[src/rtl/write_buffer_ctrl_if.sv]
// Producer / RAM / read-side signal bundle for the write buffer controller.
interface write_buffer_ctrl_if #(
    parameter int unsigned width      = 7,
    parameter int unsigned addr_width = 4
);
    logic [width:0]        data_in;
    logic                  WriteReq;
    logic                  WriteAck;
    logic                  ReadDone;
    logic [width:0]        ram_data;
    logic [addr_width-1:0] ram_addr;
    logic                  ram_we;
    logic                  Full;
    logic                  Empty;
    logic [addr_width:0]   count;

    // Environment side: producer, read side and RAM observer
    modport master (
        output data_in, WriteReq, ReadDone,
        input  WriteAck, ram_data, ram_addr, ram_we, Full, Empty, count
    );

    // Controller side
    modport slave (
        input  data_in, WriteReq, ReadDone,
        output WriteAck, ram_data, ram_addr, ram_we, Full, Empty, count
    );
endinterface

[src/rtl/write_buffer_ctrl.sv]
// Write-side FIFO controller: four-phase producer handshake into a buffer
// register, one-cycle RAM commit, write pointer and occupancy tracking.
module write_buffer_ctrl #(
    parameter int unsigned width      = 7,
    parameter int unsigned addr_width = 4
) (
    input  logic                clk,
    input  logic                Clear,
    write_buffer_ctrl_if.slave  bus
);
    localparam int unsigned DATA_W = width + 1;
    localparam int unsigned CNT_W  = addr_width + 1;
    localparam int unsigned DEPTH  = 2 ** addr_width;

    typedef enum logic [1:0] {
        IDLE  = 2'd0,
        WRITE = 2'd1,
        ACK   = 2'd2
    } state_t;

    state_t                state_q, state_d;
    logic [DATA_W-1:0]     buf_q, buf_d;
    logic [addr_width-1:0] wptr_q, wptr_d;
    logic [CNT_W-1:0]      count_q, count_d;
    logic                  full_c;
    logic                  inc_c;
    logic                  dec_c;

    assign full_c = (count_q == CNT_W'(DEPTH));

    // State, buffer and pointer registers; Clear wipes everything at once
    always_ff @(posedge clk or posedge Clear) begin
        if (Clear) begin
            state_q <= IDLE;
            buf_q   <= '0;
            wptr_q  <= '0;
            count_q <= '0;
        end else begin
            state_q <= state_d;
            buf_q   <= buf_d;
            wptr_q  <= wptr_d;
            count_q <= count_d;
        end
    end

    // Handshake sequencing: accept only when not full, commit for one cycle
    always_comb begin
        state_d = state_q;
        buf_d   = buf_q;
        wptr_d  = wptr_q;
        inc_c   = 1'b0;
        case (state_q)
            IDLE: begin
                if (bus.WriteReq && !full_c) begin
                    buf_d   = bus.data_in;
                    state_d = WRITE;
                end
            end
            WRITE: begin
                wptr_d  = addr_width'(wptr_q + 1'b1);
                inc_c   = 1'b1;
                state_d = ACK;
            end
            ACK: begin
                if (!bus.WriteReq) begin
                    state_d = IDLE;
                end
            end
            default: begin
                state_d = IDLE;
            end
        endcase
    end

    // Occupancy: a commit and a consume in the same cycle cancel out
    always_comb begin
        dec_c   = bus.ReadDone && (count_q != '0);
        count_d = count_q;
        if (inc_c && !dec_c) begin
            count_d = CNT_W'(count_q + 1'b1);
        end else if (dec_c && !inc_c) begin
            count_d = CNT_W'(count_q - 1'b1);
        end
    end

    assign bus.ram_we   = (state_q == WRITE);
    assign bus.WriteAck = (state_q == ACK);
    assign bus.ram_data = buf_q;
    assign bus.ram_addr = wptr_q;
    assign bus.count    = count_q;
    assign bus.Full     = full_c;
    assign bus.Empty    = (count_q == '0);
endmodule
[src/flat_wrapper.sv]
// flat-port wrapper written by rule: the top's interface ports become plain ports
module write_buffer_ctrl_flat 
#(
    parameter int unsigned width      = 7,
    parameter int unsigned addr_width = 4
)
  (clk, Clear, bus_data_in, bus_WriteReq, bus_ReadDone, bus_WriteAck, bus_ram_data, bus_ram_addr, bus_ram_we, bus_Full, bus_Empty, bus_count);
  write_buffer_ctrl_if #(.width(width), .addr_width(addr_width)) bus_i ();
  input  logic clk;
  input  logic Clear;
  input wire logic [$bits(bus_i.data_in)-1:0] bus_data_in;
  input wire logic [$bits(bus_i.WriteReq)-1:0] bus_WriteReq;
  input wire logic [$bits(bus_i.ReadDone)-1:0] bus_ReadDone;
  output wire logic [$bits(bus_i.WriteAck)-1:0] bus_WriteAck;
  output wire logic [$bits(bus_i.ram_data)-1:0] bus_ram_data;
  output wire logic [$bits(bus_i.ram_addr)-1:0] bus_ram_addr;
  output wire logic [$bits(bus_i.ram_we)-1:0] bus_ram_we;
  output wire logic [$bits(bus_i.Full)-1:0] bus_Full;
  output wire logic [$bits(bus_i.Empty)-1:0] bus_Empty;
  output wire logic [$bits(bus_i.count)-1:0] bus_count;
  assign bus_i.data_in = bus_data_in;
  assign bus_i.WriteReq = bus_WriteReq;
  assign bus_i.ReadDone = bus_ReadDone;
  assign bus_WriteAck = bus_i.WriteAck;
  assign bus_ram_data = bus_i.ram_data;
  assign bus_ram_addr = bus_i.ram_addr;
  assign bus_ram_we = bus_i.ram_we;
  assign bus_Full = bus_i.Full;
  assign bus_Empty = bus_i.Empty;
  assign bus_count = bus_i.count;
  write_buffer_ctrl #(.width(width), .addr_width(addr_width)) u_core (.clk(clk), .Clear(Clear), .bus(bus_i));
endmodule
[config.mk]
export PLATFORM = sky130hd
export DESIGN_NAME = write_buffer_ctrl_flat
export DESIGN_NICKNAME = d
export VERILOG_FILES = /design/src/rtl/write_buffer_ctrl_if.sv /design/src/rtl/write_buffer_ctrl.sv /design/src/flat_wrapper.sv
export SDC_FILE = /design/constraint.sdc
export NUM_CORES = 1
export LEC_CHECK = 0
export BUFFER_PORTS_ARGS = -buffer_cell sky130_fd_sc_hd__buf_4
export CAP_MARGIN = 20
export CORE_MARGIN = 2
export CORE_UTILIZATION = 50
export DETAILED_ROUTE_END_ITERATION = 6
export PLACE_DENSITY = 0.8
export SLEW_MARGIN = 20
export SYNTH_ARGS = -nofsm -noshare
export SYNTH_HDL_FRONTEND = slang
export SYNTH_SLANG_ARGS = --single-unit
[constraint.sdc]
create_clock -name clk -period 7.9 [get_ports clk]
set_input_delay 1.185 -clock clk [delete_from_list [all_inputs] [get_ports clk]]
set_output_delay 1.185 -clock clk [all_outputs]
set_load 0.02 [all_outputs]
Yosys cells after proc, flatten, opt, wreduce, memory -nomap -nowiden
Index checks and enable logic that the tools add are counted.
Cells by class
  bitwise operators: 0
  add/sub/neg operators: 3
  shift operators: 0
  multipliers: 0
  mux-type cells: 6
  reduce and logical (&&, ||, !) cells: 13
  eq/ne operators: 5
  divide/modulo/power cells: 0
  $lt $le $gt $ge: 0
Operator list (count)
  $mux W5: 2
  $pmux W2 S3: 1
  $add A5 B1 Y5 const B: 1
  $eq A5 B5 Y1 const B: 1
  $logic_not A5 Y1: 1
  $reduce_bool A5 Y1: 1
  $sub A5 B1 Y5 const B: 1
  $add A4 B1 Y4 const B: 1
  $logic_and A1 B1 Y1: 4
  $mux W2: 2
  $reduce_and A2 Y1: 2
  $logic_not A1 Y1: 3
  $eq A2 B1 Y1 const B: 1
  $eq A2 B2 Y1 const B: 1
  $logic_not A2 Y1: 1
  $ne A2 B1 Y1 const B: 1
  $ne A2 B2 Y1 const B: 1
  $reduce_bool A2 Y1: 1
  $mux W1: 1
Word-level totals
  memory bits (writable): 0
  bits in registers: 19
  input port bits: 12
  ROM bits: 0
  bits in latches: 0
  memories kept: 0
  output and inout bits: 21

Logic depth before layout (Yosys ltp)
Gate-level depths: netlist (run 1).
  depth after elaboration: 6
  mapped depth: 8

Least setup slack after synthesis (run 1)
No wires, ideal clock.
  path kind: flip-flop to flip-flop
  from: register u_core.count_q[0], in the netlist u_core.bus.count[0]
  to: register u_core.count_q[4], in the netlist u_core.bus.count[4]
  stages on the path, launching flop included: 9
  data required time: 7.763 ns
  path buffers: 0
  slack: 5.092 ns
  clock period less this slack: 2.808 ns
  data arrival time: 2.670 ns
  setup time: 0.137 ns
  path through: dfrtp_1 > or4_2 > o21ai_0 > ha_1 > inv_1 > ha_1 > or4_1 > nand3_1 > o221ai_1
On the way
  cells in the longest elaborated chain, start to end: 5
Ends and longest elaborated chain
  start, declared: RTL line write_buffer_ctrl.sv:24  | logic [CNT_W-1:0] count_q, count_d;
  start signal, assigned: RTL line write_buffer_ctrl.sv:42  | count_q <= count_d;
  branches (longest 5 deep; another with $sub A5 B1 Y5)
Parallel ways; which one is timed is not known. The select of a mux whose other input is x is not followed.
A chain may end at the register's enable or synchronous reset.

Worst setup path after layout (run 1)
Same ends and word-level chain as after synthesis.

==> results.sh, run 1 <==
export IMPL_stdcell_area_sq_um=1250
export IMPL_rsz0062_at_grt="no"
export IMPL_design_power_total_uw=587
export IMPL_yosys_warnings=0
export IMPL_n_fill_cell=142
export IMPL_slew_headroom_pct=53.1
export IMPL_drc=0
export IMPL_finalSetupTns_ns=0
export IMPL_crit_type="reg -> reg"
export IMPL_netlist_area_leader_share_pct=49.4
export IMPL_rrSetupSlack_ns=4.93
export IMPL_fin_crit_ns=2.97
export IMPL_via_count=701
export IMPL_grt_pass1_vias=692
export IMPL_clock_path_buffers=2
export IMPL_ir_drop_v=0.000270
export IMPL_cts_tree="built"
export IMPL_worst_hold_path_num_cells=1
export IMPL_hp_class="reg -> reg"
export IMPL_antenna_found_initial=0
export IMPL_gp_congestion=0.732
export IMPL_syn_instance_count=78
export IMPL_io_pins=33
export IMPL_ys_seq_elements=19
export IMPL_powerDensity_nw_per_um2=468
export IMPL_cts_setup_buffers=0
export IMPL_fin_util_pct=71.1
export IMPL_std_cell_rows=15
export IMPL_cts_root_buffer="clkbuf_4"
export IMPL_drt_iter0_drc=8
export IMPL_finClkSkew_ns=0.00380
export IMPL_synthToLayoutAreaGrowth_pct=30.3
export IMPL_numCtsBuffers=3
export IMPL_routed_wl_um=1920
export IMPL_grt_overflow_total=0
export IMPL_cp_required_ns=8.08
export IMPL_finalSetupViolCount=0
export IMPL_crit_path_end="u_core.bus.count[4]$_DFFE_PP0P_"
export IMPL_p_leak_nw=0.588
export IMPL_tightest_slew_ns=0.702
export IMPL_numPortBuffers=32
export IMPL_status="completed"
export IMPL_synth_async_reset_ratio_pct=100
export IMPL_num_nets_final=131
export IMPL_cap_violations=0
export IMPL_r2r_end="u_core.bus.count[4]$_DFFE_PP0P_"
export IMPL_hold_worst_slack_ns=0.479
export IMPL_grt_pass1_wl_um=3080
export IMPL_cts_sinks=19
export IMPL_cp_startpoint="u_core.bus.count[0]$_DFFE_PP0P_"
export IMPL_timing_final_crit_share_pct=37.6
export IMPL_n_antenna_cell=0
export IMPL_synth_edf_count=0
export IMPL_ctsHoldBuffers=0
export IMPL_coreArea_sq_um=1760
export IMPL_cts_resized=0
export IMPL_hpwlAfterDp_um=1470
export IMPL_yosysSeqAreaShare_pct=49.4
export IMPL_clock_latency_ns=0.30
export IMPL_dieArea_sq_um=2290
export IMPL_via_per_inst=5.12
export IMPL_worstSetupStartpointType="flop"
export IMPL_yosysTopAreaCell="dfrtp_1"
export IMPL_grt_usage_pct=19.3
export IMPL_drt_pass1_iterations=4
export IMPL_grt_max_degree=20
export IMPL_wl_per_cell_um=14.0
export IMPL_max_clock_freq_ghz=0.337
export IMPL_synth_top_flop_cell="dfrtp_1"
export IMPL_yosysUniqueCellTypes=28
export IMPL_dieHeight_um=47.9
export IMPL_postPlaceCellArea_sq_um=1230
export IMPL_drv_slew=0
export IMPL_drive_gt1_share_pct=43.8
export IMPL_netlist_top_cells_area="dfrtp_1 (49%), mux2_2 (12%), ha_1 (6.5%)"
export IMPL_finalHoldViolCount=0
export IMPL_syn_avg_cell_area_sq_um=12.3
export IMPL_crit_fanout=7
export IMPL_reg2reg_depth=8
export IMPL_clkTransAtPathRegs_ns=0.11
export IMPL_end_kind="flop"
export IMPL_initial_core_util_pct=54.5
export IMPL_syn_nets=96
export IMPL_die_x_um=47.9
export IMPL_cp_arrival_ns=3.15
export IMPL_multi_input_comb_area_sq_um=464
export IMPL_syn_area_sq_um=962
export IMPL_ff_latch_area_sq_um=475
export IMPL_ant_nets=0
export IMPL_htreeDepth=1
export IMPL_worst_r2r_startpoint="u_core.bus.count[0]$_DFFE_PP0P_"
[state kept, by name, indices dropped and copies added, names as in the netlist]
| name | count |
|---|---|
| u_core.bus.ram_data | 8 |
| u_core.bus.count | 5 |
| u_core.bus.ram_addr | 4 |
| u_core.state_q | 2 |
[layer usage]
metal	up-vias	track usage [%]	part of all wire (%)
met3	5	5.66	4.9
met1	325	25.7	44
li1	349	-	-
met2	22	30.9	50
met5	-	0	0
met4	0	4.86	0.99
[worst max-delay path: stages, from the launching register on]
cell,delay [ns]
dfrtp_1,0.48
or4_2,0.69
o21ai_0,0.18
ha_1,0.27
inv_1,0.14
ha_1,0.39
or4_1,0.49
nand3_1,0.10
o221ai_1,0.11
[worst min-delay path by stage]
stage | start | endpoint | slack [ns]
global route | u_core.bus.ram_addr[3]$_DFFE_PP0P_ | u_core.bus.ram_addr[3]$_DFFE_PP0P_ | 0.50
finish | u_core.bus.ram_addr[3]$_DFFE_PP0P_ | u_core.bus.ram_addr[3]$_DFFE_PP0P_ | 0.48
floorplan | u_core.state_q[0]$_DFFE_PP0P_ | u_core.state_q[0]$_DFFE_PP0P_ | 0.51
detailed placement | u_core.bus.ram_addr[3]$_DFFE_PP0P_ | u_core.bus.ram_addr[3]$_DFFE_PP0P_ | 0.47
global placement | u_core.bus.ram_addr[3]$_DFFE_PP0P_ | u_core.bus.ram_addr[3]$_DFFE_PP0P_ | 0.46
CTS | u_core.bus.ram_addr[3]$_DFFE_PP0P_ | u_core.bus.ram_addr[3]$_DFFE_PP0P_ | 0.49
[cell usage after synthesis, types with 3 or more instances]
library cell  count
inv_1             4
a21oi_1           3
xnor2_1           4
mux2_2           10
ha_1              5
or3_1             3
dfrtp_1          19
[where the power goes]
group	total (mW)	internal [mW]	switching [mW]	leakage, nW
combinational	0.340	0.165	0.175	0.343
sequential	0.197	0.147	0.0496	0.227
clock	0.0494	0.0189	0.0305	0.0177
total	0.587	0.332	0.255	0.588
[layout by cell type (no fill, tap or decap), drive strengths merged, types with 2 or more instances in the layout]
cell type,netlist,layout
nand3,2,2
nor2b,2,2
or4,3,3
nor2,2,2
ha,5,5
a21oi,3,3
nand2,2,2
a21o,2,2
mux2,10,10
nand3b,2,2
or3,3,3
inv,4,4
dfrtp,19,19
xnor2,4,4
clkbuf,2,3
buf,0,32
o21ai,2,2
[cell type report]
class / count / area share, %
Tap cell: 25 / 2.50
Inverter: 4 / 1.20
Sequential cell: 19 / 37.9
Clock buffer: 3 / 1.80
Clock inverter: 1 / 0.399
Multi-Input combinational cell: 53 / 37.0
Timing Repair Buffer: 32 / 19.2
[kinds of logic (layout without fill, tap and decap cells)]
group / Yosys count / count (layout) / share of synthesized area [%]
AOI/OAI and AO/OA: 11 / 11 / 9.62
DFF: 19 / 19 / 49.4
buffers and inverters: 6 / 40 / 2.34
muxes: 11 / 11 / 12.7
adders and majority gates: 6 / 6 / 8.58
and+or+nand+nor: 20 / 20 / 12.7
xor gates and xnor gates: 5 / 5 / 4.55
[metrics by stage]
stage	setup slack (ns)	std cells
2_1_floorplan	5.09	78
3_3_place_gp	5.00	133
3_5_place_dp	4.92	133
4_1_cts	4.93	137
5_1_grt	4.72	137
6_report	4.93	137
Power figures use the tool's default switching activity.
==> run 2: changes to the inputs <==
Settings changed: CORE_UTILIZATION 50 to 43, PLACE_DENSITY 0.8 to 0.73.
Clock period 7.9 ns to 2.7 ns, I/O delays scaled along.
==> run 2 against run 1 <==
Clock power rose to 3.0 times the previous value. Critical path depth did not move. Clock skew rose by 0.0018 ns. Routed wire length rose by 7.8%. Via count rose by 7.7%. Maximum frequency rose by 15%. Non-clock buffer count rose by 6. Critical path type unchanged.
==> results.sh, run 2 (synthesis gave the netlist of run 1 again) <==
export IMPL_powerDensity_nw_per_um2=1380
export IMPL_dpl_cell_count=142
export IMPL_clock_latency_ns=0.30
export IMPL_cap_violations=0
export IMPL_stdcell_area_sq_um=1320
export IMPL_routed_wl_um=2070
export IMPL_max_clock_freq_ghz=0.387
export IMPL_initial_core_util_pct=44.3
export IMPL_grt_most_used_layer="met2"
export IMPL_cts_tree="built"
export IMPL_slew_headroom_pct=51.9
export IMPL_drv_slew=0
export IMPL_die_x_um=51.3
export IMPL_via_per_inst=5.17
export IMPL_drc=0
export IMPL_hpwlAfterDp_um=1610
export IMPL_ant_nets=0
export IMPL_hold_worst_slack_ns=0.206
export IMPL_clkTransAtPathRegs_ns=0.12
export IMPL_grt_use_met1_pct=21.9
export IMPL_layout_commonest_cell="buf_4"
export IMPL_wl_per_cell_um=14.2
export IMPL_status="completed"
export IMPL_coreArea_sq_um=2170
export IMPL_cp_required_ns=2.94
export IMPL_crit_type="reg -> reg"
export IMPL_cp_arrival_ns=2.83
export IMPL_hp_class="in -> async"
export IMPL_timing_final_crit_share_pct=95.8
export IMPL_io_pins=33
export IMPL_layout_common_cells="buf_4 (38), dfrtp_1 (17), mux2_2 (10), xnor2_1 (4)"
export IMPL_largest_reg_flops=8
export IMPL_p_leak_nw=0.614
export IMPL_grt_overflow_total=0
export IMPL_rsz0062_at_grt="no"
export IMPL_cts_root_buffer="clkbuf_4"
export IMPL_std_cell_rows=17
export IMPL_finClkSkew_ns=0.00562
export IMPL_num_nets_final=137
export IMPL_crit_fanout=5
export IMPL_numCtsBuffers=3
export IMPL_grt_usage_pct=17.8
export IMPL_drt_iter0_drc=11
export IMPL_fin_crit_ns=2.59
export IMPL_numPortBuffers=32
export IMPL_ir_drop_v=0.000719
export IMPL_drt_pass1_iterations=4
export IMPL_setup_ws_ns=0.113
export IMPL_htreeDepth=1
export IMPL_fin_util_pct=61.0
export IMPL_grt_pass1_wl_um=3440
export IMPL_synthToLayoutAreaGrowth_pct=37.5
export IMPL_grt_max_degree=20
export IMPL_n_antenna_cell=0
export IMPL_postPlaceCellArea_sq_um=1290
export IMPL_dp_slack_ns=0.0715
export IMPL_tightest_slew_ns=0.721
export IMPL_worstSetupStartpointType="flop"
export IMPL_cts_setup_buffers=0
export IMPL_cts_sinks=19
export IMPL_grt_util_met2_pct=31.6
export IMPL_antenna_found_initial=0
export IMPL_finalSetupViolCount=0
export IMPL_clock_path_buffers=2
export IMPL_dieArea_sq_um=2630
export IMPL_grt_use_met3_pct=2.34
export IMPL_grt_pass1_vias=769
export IMPL_stdcell_count=146
export IMPL_finalHoldViolCount=0
export IMPL_dieHeight_um=51.3
export IMPL_end_kind="flop"
export IMPL_design_power_total_mw=1.83
export IMPL_via_count=755
export IMPL_gp_congestion=0.773
export IMPL_finalSetupTns_ns=0
export IMPL_drive_gt1_share_pct=51.7
run 2: changes by cell type in the layout (fill, tap and decap cells not counted), sizes merged:
cell  before  now
buf       32   38
run 2: what timing repair did:
action	CTS	global route
setup endpoints to repair	0	2
gates resized for setup	0	2
hold buffers	0	0
run 2: worst max-delay path: stages, from the launching register on:
cell,delay [ns]
dfrtp_2,0.42
or4_2,0.68
o21ai_1,0.15
ha_2,0.20
inv_2,0.07
ha_1,0.34
inv_1,0.06
or4_1,0.50
nand3_1,0.10
run 2: final timing paths:
kind	start	endpoint	slack, ns	cells after the start
setup / recovery	u_core.bus.count[3]$_DFFE_PP0P_	u_core.bus.count[3]$_DFFE_PP0P_	0.11	8
hold / removal	Clear	u_core.bus.ram_data[5]$_DFFE_PP0P_	0.21	2
setup reg to reg	u_core.bus.count[3]$_DFFE_PP0P_	u_core.bus.count[3]$_DFFE_PP0P_	0.11	8
hold reg to reg	u_core.bus.ram_addr[3]$_DFFE_PP0P_	u_core.bus.ram_addr[3]$_DFFE_PP0P_	0.49	1
max in group asynchronous	Clear	u_core.bus.count[3]$_DFFE_PP0P_	1.99	2
min in group clk	bus_WriteReq	u_core.state_q[1]$_DFFE_PP0P_	0.31	2
run 2: cell type report:
cell class,count,area [sq um]
Inverter,4,15.0
Timing Repair Buffer,38,285
Tap cell,28,35.0
Clock buffer,3,22.5
Sequential cell,19,478
Fill cell,190,847
Multi-Input combinational cell,53,482
Clock inverter,1,5.00
run 2: power by group:
part / switching (mW) / internal, mW
clock: 0.0943 / 0.0553
sequential: 0.114 / 0.434
combinational: 0.568 / 0.560
total: 0.777 / 1.05
run 2: per-layer routing:
metal,vias up,share of wire (%)
li1,367,-
met1,362,41
met2,24,53
met3,2,4.4
met4,0,0.92
met5,-,0
==> run 3: changes to the inputs <==
Settings changed: ABC_CLOCK_PERIOD_IN_PS from default to 2700, BUFFER_PORTS_ARGS -buffer_cell sky130_fd_sc_hd__buf_4 to default, CORE_UTILIZATION 43 to 50, DONT_BUFFER_PORTS from default to 1, PLACE_DENSITY 0.73 to 0.68.
==> run 3 against run 2 <==
Global-route usage is 1.1 points lower. Utilization rose by 1.5 points. Final cell count shrank 23%. Worst setup slack improved by 0.040 ns. Sequential cell count stayed put. Clock skew shrank 0.0035 ns. Sequential power grew 19%. Final area decreased by 17%. Routed wire length down 19%. Hold slack lost 0.11 ns. Register-to-register slack gained 0.04 ns. First-iteration DRC count is 64% lower.
==> results.sh, run 3 (synthesis gave the netlist of run 1 again) <==
export IMPL_ff_latch_area_sq_um=478
export IMPL_hpwlAfterDp_um=1300
export IMPL_grt_max_degree=20
export IMPL_drive_gt1_share_pct=35.6
export IMPL_rsz0062_at_grt="no"
export IMPL_p_leak_nw=0.462
export IMPL_grt_overflow_total=0
export IMPL_n_fill_cell=163
export IMPL_grt_most_used_layer="met2"
export IMPL_cts_root_buffer="clkbuf_4"
export IMPL_coreArea_sq_um=1760
export IMPL_rrSetupSlack_ns=0.15
export IMPL_wl_per_cell_um=15.1
export IMPL_via_per_inst=5.62
export IMPL_cts_sinks=19
export IMPL_clock_latency_ns=0.29
export IMPL_cap_violations=0
export IMPL_tightest_slew_ns=0.676
export IMPL_layout_common_cells="dfrtp_1 (17), mux2_2 (10), buf_4 (7), xnor2_1 (4)"
export IMPL_grt_use_met1_pct=23.2
export IMPL_drt_pass1_iterations=6
export IMPL_layout_commonest_cell="dfrtp_1"
export IMPL_cp_arrival_ns=2.71
export IMPL_grt_util_met2_pct=24.0
export IMPL_finalHoldViolCount=0
export IMPL_cp_required_ns=2.87
export IMPL_slew_headroom_pct=54.5
export IMPL_worst_r2r_startpoint="u_core.bus.count[3]$_DFFE_PP0P_"
export IMPL_drv_slew=0
export IMPL_numCtsBuffers=3
export IMPL_grt_usage_pct=16.7
export IMPL_finClkSkew_ns=0.00214
export IMPL_std_cell_rows=15
export IMPL_p_seq_share_pct=40.6
export IMPL_n_antenna_cell=0
export IMPL_design_power_total_mw=1.61
export IMPL_multi_input_comb_area_sq_um=498
export IMPL_ant_nets=0
export IMPL_num_nets_final=106
export IMPL_crit_type="reg -> reg"
export IMPL_io_pins=33
export IMPL_ir_drop_v=0.000906
export IMPL_hp_class="in -> async"
export IMPL_clock_path_buffers=2
export IMPL_powerDensity_nw_per_um2=1460
export IMPL_power_frac_comb_pct=51.0
export IMPL_dieArea_sq_um=2290
export IMPL_antenna_found_initial=0
export IMPL_timing_final_crit_share_pct=94.3
export IMPL_cts_tree="built"
export IMPL_crit_fanout=7
export IMPL_grt_pass1_vias=603
export IMPL_routed_wl_um=1690
export IMPL_swShare_pct=44.8
export IMPL_initial_core_util_pct=54.5
export IMPL_fin_crit_ns=2.55
export IMPL_worstSetupStartpointType="flop"
export IMPL_synthToLayoutAreaGrowth_pct=14.4
export IMPL_p_switching_uw=719
export IMPL_end_kind="flop"
export IMPL_finalSetupTns_ns=0
export IMPL_largest_reg_flops=8
export IMPL_gp_congestion=0.876
export IMPL_die_x_um=47.9
export IMPL_grt_use_met3_pct=5.66
export IMPL_status="completed"
export IMPL_drt_iter0_drc=4
export IMPL_reg2reg_depth=8
export IMPL_numPortBuffers=0
export IMPL_via_count=629
export IMPL_r2r_end="u_core.bus.count[4]$_DFFE_PP0P_"
export IMPL_internal_power_uw=887
export IMPL_max_clock_freq_ghz=0.393
export IMPL_drc=0
export IMPL_pwr_share_clk_pct=8.4
export IMPL_grt_pass1_wl_um=2620
export IMPL_htreeDepth=1
export IMPL_finalSetupViolCount=0
export IMPL_clkTransAtPathRegs_ns=0.10
export IMPL_dieHeight_um=47.9
[run 3: cell count changes in the layout (fill, tap and decap cells not counted)]
cell | before | now
ha_1 | 3 | 2
o21ai_2 | 0 | 1
clkbuf_1 | 0 | 1
ha_4 | 1 | 2
buf_4 | 38 | 7
clkinv_2 | 1 | 0
o21ai_1 | 1 | 0
[run 3: how the worst max path moves through the flow]
stage                     slack [ns]                       startpoint                              end  cells past startpoint
final                           0.15  u_core.bus.count[3]$_DFFE_PP0P_  u_core.bus.count[4]$_DFFE_PP0P_                      8
after global routing            0.02  u_core.bus.count[3]$_DFFE_PP0P_  u_core.bus.count[4]$_DFFE_PP0P_                      8
after CTS                       0.04  u_core.bus.count[3]$_DFFE_PP0P_  u_core.bus.count[4]$_DFFE_PP0P_                      8
after detailed placement        0.07  u_core.bus.count[3]$_DFFE_PP0P_  u_core.bus.count[4]$_DFFE_PP0P_                      8
after global placement          0.15  u_core.bus.count[3]$_DFFE_PP0P_  u_core.bus.count[4]$_DFFE_PP0P_                      8
after floorplan                 0.03  u_core.bus.count[3]$_DFFE_PP0P_  u_core.bus.count[4]$_DFFE_PP0P_                      8
[run 3: per-stage QoR]
stage	setup slack, ns	instance area [sq um]	util (%)	cells	hold WS, ns
after floorplan	0.0348	980	-	78	0.356
after global placement	0.146	1060	59.9	108	0.435
after detailed placement	0.0723	1060	59.9	108	0.438
after CTS	0.0428	1080	61.3	112	0.114
after global routing	0.0222	1100	62.4	112	0.147
final	0.153	1100	62.4	112	0.0987
[run 3: cell type report]
class,instances,area share (%)
Multi-Input combinational cell,53,45.2
Sequential cell,19,43.4
Timing Repair Buffer,7,4.77
Tap cell,25,2.84
Clock buffer,4,2.39
Inverter,4,1.36
[run 3: repair_timing]
item	in CTS	in global routing
endpoints found under the hold margin	0	0
setup endpoints to repair	0	2
hold buffers	0	0
resized for setup	0	4
setup buffers	0	0
[run 3: critical path, stage by stage (launching register included)]
cell	delay, ns
dfrtp_2	0.41
or4_2	0.70
o21ai_2	0.14
ha_2	0.20
inv_2	0.08
ha_4	0.25
or4_1	0.46
nand3_1	0.10
o221ai_1	0.11
[run 3: power groups by stage]
| stage | registers [mW] | logic (mW) | clock network (mW) |
|---|---|---|---|
| 6_report | 0.652 | 0.819 | 0.135 |
| 5_1_grt | 0.675 | 0.914 | 0.152 |
| 4_1_cts | 0.654 | 0.799 | 0.143 |
| 3_5_place_dp | 0.659 | 0.797 | 0 |
| 3_3_place_gp | 0.657 | 0.774 | 0 |
| 2_1_floorplan | 0.727 | 0.520 | 0 |
[run 3: layer usage]
metal / part of all wire (%) / routed length [um] / vias up
li1: - / - / 300
met4: 0.71 / 12 / 0
met2: 45 / 760 / 27
met1: 45 / 760 / 300
met5: 0 / 0 / -
met3: 9.1 / 153 / 2
